<file path="src/rtl/traffic_light_monitor.sv">
// ============================================================================
// Module   : traffic_light_monitor
// Purpose  : Tracks a one-hot RED/GREEN/YELLOW light, counts full cycles and
//            flags illegal codes, out-of-order transitions and over-long dwell.
// Revision : 1.0 - initial release
// ============================================================================
`default_nettype none

module traffic_light_monitor #(
    parameter int MAX_DWELL = 4
) (
    input  logic       clk,
    input  logic       rst_n,
    input  logic [2:0] light,
    input  logic       clear_err,
    output logic [1:0] phase,
    output logic       locked,
    output logic [7:0] cycle_count,
    output logic       err_illegal,
    output logic       err_sequence,
    output logic       err_dwell,
    output logic       err_sticky
);

    typedef enum logic [1:0] {
        ST_SYNC   = 2'd0,
        ST_RED    = 2'd1,
        ST_GREEN  = 2'd2,
        ST_YELLOW = 2'd3
    } state_t;

    localparam logic [2:0] c_red       = 3'b100;
    localparam logic [2:0] c_green     = 3'b010;
    localparam logic [2:0] c_yellow    = 3'b001;
    localparam logic [3:0] c_max_dwell = 4'(MAX_DWELL);

    state_t     state_q, state_d;
    state_t     w_succ_state;
    logic [3:0] dwell_q, dwell_d;
    logic [7:0] cycle_q, cycle_d;
    logic       ill_q, ill_d;
    logic       seq_q, seq_d;
    logic       dwl_q, dwl_d;
    logic       sticky_q, sticky_d;
    logic [2:0] w_cur_code;
    logic [2:0] w_succ_code;
    logic       w_onehot;

    assign w_onehot = (light == c_red) || (light == c_green) || (light == c_yellow);

    // Code currently held and the only code allowed to follow it
    always_comb begin
        w_cur_code   = c_red;
        w_succ_code  = c_green;
        w_succ_state = ST_GREEN;
        case (state_q)
            ST_GREEN: begin
                w_cur_code   = c_green;
                w_succ_code  = c_yellow;
                w_succ_state = ST_YELLOW;
            end
            ST_YELLOW: begin
                w_cur_code   = c_yellow;
                w_succ_code  = c_red;
                w_succ_state = ST_RED;
            end
            default: ;
        endcase
    end

    always_comb begin
        state_d = state_q;
        dwell_d = dwell_q;
        cycle_d = cycle_q;
        ill_d   = 1'b0;
        seq_d   = 1'b0;
        dwl_d   = 1'b0;
        if (!w_onehot) begin
            ill_d   = 1'b1;
            state_d = ST_SYNC;
            dwell_d = 4'd0;
        end else if (state_q == ST_SYNC) begin
            if (light == c_red) begin
                state_d = ST_RED;
                dwell_d = 4'd1;
            end else begin
                dwell_d = 4'd0;
            end
        end else if (light == w_cur_code) begin
            dwell_d = (dwell_q == 4'd15) ? 4'd15 : dwell_q + 4'd1;
            dwl_d   = (dwell_q == c_max_dwell);
        end else if (light == w_succ_code) begin
            state_d = w_succ_state;
            dwell_d = 4'd1;
            if (state_q == ST_YELLOW) begin
                cycle_d = cycle_q + 8'd1;
            end
        end else begin
            seq_d   = 1'b1;
            state_d = ST_SYNC;
            dwell_d = 4'd0;
        end
        // A new error wins over a simultaneous clear
        sticky_d = (sticky_q & ~clear_err) | ill_d | seq_d | dwl_d;
    end

    always_ff @(posedge clk) begin
        if (!rst_n) begin
            state_q  <= ST_SYNC;
            dwell_q  <= 4'd0;
            cycle_q  <= 8'd0;
            ill_q    <= 1'b0;
            seq_q    <= 1'b0;
            dwl_q    <= 1'b0;
            sticky_q <= 1'b0;
        end else begin
            state_q  <= state_d;
            dwell_q  <= dwell_d;
            cycle_q  <= cycle_d;
            ill_q    <= ill_d;
            seq_q    <= seq_d;
            dwl_q    <= dwl_d;
            sticky_q <= sticky_d;
        end
    end

    assign phase        = state_q;
    assign locked       = (state_q != ST_SYNC);
    assign cycle_count  = cycle_q;
    assign err_illegal  = ill_q;
    assign err_sequence = seq_q;
    assign err_dwell    = dwl_q;
    assign err_sticky   = sticky_q;

endmodule

`default_nettype wire

</file>
<file path="config.mk">
export PLATFORM = sky130hd
export DESIGN_NAME = traffic_light_monitor
export DESIGN_NICKNAME = d
export VERILOG_FILES = /design/src/rtl/traffic_light_monitor.sv
export SDC_FILE = /design/constraint.sdc
export NUM_CORES = 1
export LEC_CHECK = 0
export ABC_AREA = 0
export CORE_UTILIZATION = 35
export DETAILED_ROUTE_END_ITERATION = 10
export PLACE_DENSITY = 0.55
export SYNTH_ARGS = -nofsm -noshare
export SYNTH_HDL_FRONTEND = slang
export SYNTH_SLANG_ARGS = --single-unit
</file>
<file path="constraint.sdc">
create_clock -name clk -period 2.75 [get_ports clk]
set_clock_uncertainty 0.2 [all_clocks]
set_input_delay 0.275 -clock clk [delete_from_list [all_inputs] [get_ports clk]]
set_output_delay 0.275 -clock clk [all_outputs]
set_load 0.1 [all_outputs]
</file>
# --- Word level (Yosys, flattened, before mapping) ---
# Cells that the tools add are included.
totals:
  reg_bits: 18
  word_cells: 54
op_classes:
  n_mux: 20
  n_reduce_logical: 7
  addsub: 2
  n_eq_ne: 11
  bitwise: 7
ops:
  columns: ["cell", "count"]
  rows:
  - ["4-bit 2-to-1 mux", 3]
  - ["3-bit one-hot mux with 2 select lines", 2]
  - ["1-bit 2-to-1 mux", 10]
  - ["8-bit by 1-bit adder with 8-bit output (second input constant)", 1]
  - ["2-bit 2-to-1 mux", 4]
  - ["3-bit == test", 2]
  - ["5-bit AND reduction", 1]
  - ["4-bit by 1-bit adder with 4-bit output (second input constant)", 1]
  - ["2-bit == test (second input constant)", 2]
  - ["4-bit by 3-bit == test with 1-bit output (second input constant)", 1]
  - ["4-bit == test (second input constant)", 1]
  - ["2-bit != test (second input constant)", 2]
  - ["2-bit one-hot mux with 2 select lines", 1]
  - ["2-bit AND reduction", 2]
  - ["3-bit by 1-bit == test with 1-bit output (second input constant)", 1]
  - ["3-bit by 2-bit == test with 1-bit output (second input constant)", 1]
  - ["3-bit == test (second input constant)", 1]
  - ["1-bit NOT", 3]
  - ["1-bit bitwise OR", 3]
  - ["2-bit zero test", 1]
  - ["1-bit logical OR", 2]
  - ["2-bit nonzero test", 1]
  - ["1-bit bitwise AND", 1]

# --- Longest topological paths before layout ---
depth:
  ltp_word: 9
  mapped_depth: 5
  depth_no_buf: 5

# --- Least setup slack after synthesis ---
# Ideal clock, no wire load.
synth_path:
  path_kind: "reg2reg"
  start: "register state_q[0], in the netlist phase[0]"
  end: "register dwell_q[0]"
  slack_ps: 328
  setup_ps: 116
  period_less_slack_ps: 2422
  path_buffers: 1
  t_arrival_ps: 2106
  t_required_ps: 2434
  stages_incl_launch_ff: 5
  path_cell_list: "dfxtp_1 buf_2 or2_2 o2111ai_1 o211a_1"
synth_via:
  elab_chain_len: 6
  elab_cells_between_ends: 10
  classes_between: "4 x eq/ne; 5 x mux; 1 x reduce/logical"
synth_rtl:
  columns: ["item", "line", "rtl"]
  rows:
  - ["start, declared", "37", "state_t state_q, state_d;"]
  - ["start signal, assigned", "117", "state_q <= state_d;"]
  - ["2-bit == test", "56", "case (state_q)"]
  - ["3-bit one-hot mux with 2 select lines", "56", null]
  - ["3-bit == test", "92", "end else if (light == w_succ_code) begin"]
  - ["1-bit 2-to-1 mux", "92", null]
  - ["4-bit 2-to-1 mux", "89", "end else if (light == w_cur_code) begin"]
  - ["4-bit 2-to-1 mux (*)", "82", "end else if (state_q == ST_SYNC) begin"]
  - ["end signal, assigned", "118", "dwell_q <= dwell_d;"]
  - ["end, declared", "39", "logic [3:0] dwell_q, dwell_d;"]
# Every way passes the cells marked *; elsewhere a longest branch is shown, timed or not.
# A chain may end at the register's enable or synchronous reset.

# --- Worst setup path after layout ---
layout_path:
  start: "input port light[1]"
  end: "register sticky_q, in the netlist err_sticky"
layout_via:
  elab_chain_len: 7
  elab_cells_between_ends: 18
  classes_between: "5 x eq/ne; 8 x mux; 3 x bitwise; 2 x reduce/logical"
layout_rtl:
  columns: ["item", "line", "rtl"]
  rows:
  - ["start, declared", "14", "input logic [2:0] light,"]
  - ["3-bit == test (tied with other cells)", "92", null]
  - ["1-bit 2-to-1 mux or 1-bit logical OR (tied branches)", "92, 49", null]
  - ["1-bit 2-to-1 mux or 1-bit logical OR (tied branches)", "89, 49", null]
  - ["1-bit 2-to-1 mux (on tied branches)", "82, 78", null]
  - ["1-bit 2-to-1 mux or 1-bit bitwise OR (tied branches)", "78, 104", null]
  - ["1-bit bitwise OR", "104", "sticky_d = (sticky_q & ~clear_err) | ill_d | seq_d | dwl_d;"]
  - ["1-bit bitwise OR (*)", "104", null]
  - ["end signal, assigned", "123", "sticky_q <= sticky_d;"]
  - ["end, declared", "44", "logic sticky_q, sticky_d;"]
# Marked as above.

==> results by group <==
Power
  • Worst VDD drop: 287 uV
  • Leak Pwr: 0.469 nW
  • Total power draw: 497 uW
  • Power Density: 426 mW/mm^2

Global route
  • GR Util All Layers: 0.140
  • Number of global-route vias before repair: 653
  • Antenna violations before repair: 0
  • First-pass GRT wire length: 2920 um
  • Largest net degree at the start of global routing: 17
  • GRT overflow: 0

Run
  • Max-Cap Viols: 0

Yosys
  • Avg Cell Area, Syn: 8.72 um^2
  • Compound-Gate Fraction of Synth Area: 0.140
  • Synth Instances: 111
  • Post-synthesis mux area share: 0
  • Post-synth top cells: 18 x dfxtp_1, 10 x and2_1, 7 x nand3_1
  • Post-synth top area share: 0.372
  • Yosys warning count: 0
  • Sequential area share after synthesis: 0.372
  • Post-Synth Adder-Cell Area: 0.0388
  • Yosys reg bits: 18
  • Synth Flop Type: dfxtp_1
  • Post-synth ARST share: 0
  • Xor and xnor area share after synthesis: 0.0724
  • Largest area contributor in the netlist: dfxtp_1
  • Simple-gate share of the synthesized area: 0.319
  • Most frequent cell after synthesis: dfxtp_1
  • Mapped Nets: 120
  • Distinct cells, synth: 38
  • Synthesized area: 968 um^2
  • Largest family of logic cells by synthesized area: simple AND/OR/NAND/NOR gates
  • Largest cells by area after synthesis: dfxtp_1 37%, and2_1 6.5%, ha_1 3.9%, nand3_1 3.6%, xnor2_1 3.6%
  • EDFF count, synth: 0

Place
  • RD Place Congestion: 0.717
  • PortBufs: 20
  • Placed Instances: 155
  • HPWL after DPL: 1270 um
  • Pre-CTS setup slack: 0.482 ns

Finish
  • Finished Layout Cells: 159
  • Nets@finish: 139
  • Final Util: 0.459
  • Share of layout cells above drive strength 1: 0.178
  • N_diodes: 0
  • P&R area growth vs syn: 20.5%

Die
  • CORE AREA: 0.00254 mm^2
  • Row count: 18
  • I/O pin cnt: 21
  • Initial Utilization: 0.381
  • Die Area: 0.00298 mm^2
  • DIE WIDTH: 54.6 um
  • Chip Height: 54.6 um

Clock tree
  • H-tree depth: 1
  • Root Buffer: clkbuf_4
  • Clk_lat worst skew: 0.29 ns
  • Post-CTS Hold Buffers: 0
  • TritonCTS Buffers: 3
  • Clk slew on worst S/H paths: 0.10 ns
  • Sink count of the clock tree: 18
  • Clock buffer depth: 2
  • Cells resized by post-CTS repair: 0
  • TritonCTS clock tree: done
  • Post-CTS setup buffers: 0

Worst setup path
  • Startpoint Class: primary input
  • Crit-path max FO: 13
  • Crit end category: flip-flop
  • WP data arrival: 1.98 ns
  • Worst EP required: 2.76 ns
  • Critical path class: in2reg

STA
  • TNS Setup: 0 ns
  • Final setup fails: 0
  • Final Max Tran Viols: 0
  • Minimum clock period: 1.97 ns
  • Slew margin rel.: 0.683
  • Worst Max-Slew Pin Slew: 0.474 ns
  • RSZ-0062 raised after global routing: no
  • F_max: 0.509 GHz
  • Worst setup margin: 0.784 ns
  • Final worst-path cycle share: 0.715
  • Number of hold violations in the final report: 0

Routing
  • Routed WL per cell: 11.1 um
  • Vias per cell: 4.96
  • Drc violations: 0
  • Routed Antenna Nets: 0
  • Vias: 789
  • Final wirelength: 1770 um
  • Detailed Routing Iterations Pass 1: 4
  • First DRT Iteration DRCs: 23

Worst hold path
  • Hold crit path type: reg2reg

Run status
  • Status: finished clean
-- metal layers --
metal  up-vias  part of all wire  GRT usage
met1       352              0.53      0.194
met5         -                 0          0
li1        420                 -          -
met3         2             0.055     0.0583
met4         0             0.011     0.0513
met2        15              0.40      0.189
-- sequential cells by signal (all words and copies together) (netlist names) --
signal	count
phase	2
dwell_q	4
err_dwell	1
cycle_count	8
err_illegal	1
err_sticky	1
err_sequence	1
-- layout make-up --
type,count,area [um^2]
Fill cell,251,1380
Multi-Input combinational cell,82,552
Sequential cell,18,360
Timing Repair Buffer,20,163
Tap cell,30,37.5
Clock buffer,4,36.3
Inverter,5,18.8
-- report_power, final --
group,internal [mW],switching [mW]
Combinational,0.0215,0.0453
Clock,0.0807,0.0822
Sequential,0.264,0.00308
Total,0.366,0.131
-- worst paths after layout --
| path | startpoint | cells past startpoint | slack (ns) | end |
|---|---|---|---|---|
| max reg2reg | phase[0] | 4 | 0.96 | err_sticky |
| min | cycle_count[1] | 2 | 0.34 | cycle_count[1] |
| max | light[1] | 5 | 0.78 | err_sticky |
| min reg2reg | cycle_count[1] | 2 | 0.34 | cycle_count[1] |
-- worst max-delay path: stages --
cell,delay (ns)
clkdlybuf4s50_1,0.70
or3b_1,0.41
a21oi_1,0.21
o21ai_2,0.12
o311ai_2,0.26
-- stage by stage --
| step | hold WS [ns] | cell area (um^2) |
|---|---|---|
| finish | 0.342 | 1170 |
| global route | 0.365 | 1170 |
| CTS | 0.340 | 1170 |
| detailed placement | 0.321 | 1130 |
| global placement | 0.310 | 1130 |
| floorplan | 0.204 | 968 |
-- cells by family (layout without fill, tap and decap cells) --
family	count (synthesis)	in the layout
buf+inv	11	29
simple gates	52	52
flops	18	18
fa+ha+maj	3	3
xor+xnor	8	8
compound gates	19	19
-- cells in the final DEF, fill, tap and decap left out, types with 5 or more instances in the layout --
| master | netlist | layout |
|---|---|---|
| nand2_1 | 6 | 6 |
| inv_1 | 5 | 5 |
| o21ai_0 | 5 | 5 |
| clkdlybuf4s50_1 | 0 | 5 |
| nand2b_1 | 5 | 5 |
| buf_4 | 1 | 15 |
| dfxtp_1 | 18 | 18 |
| nand3_1 | 7 | 7 |
| and2_1 | 10 | 10 |
(Power assumes the default switching activity.)
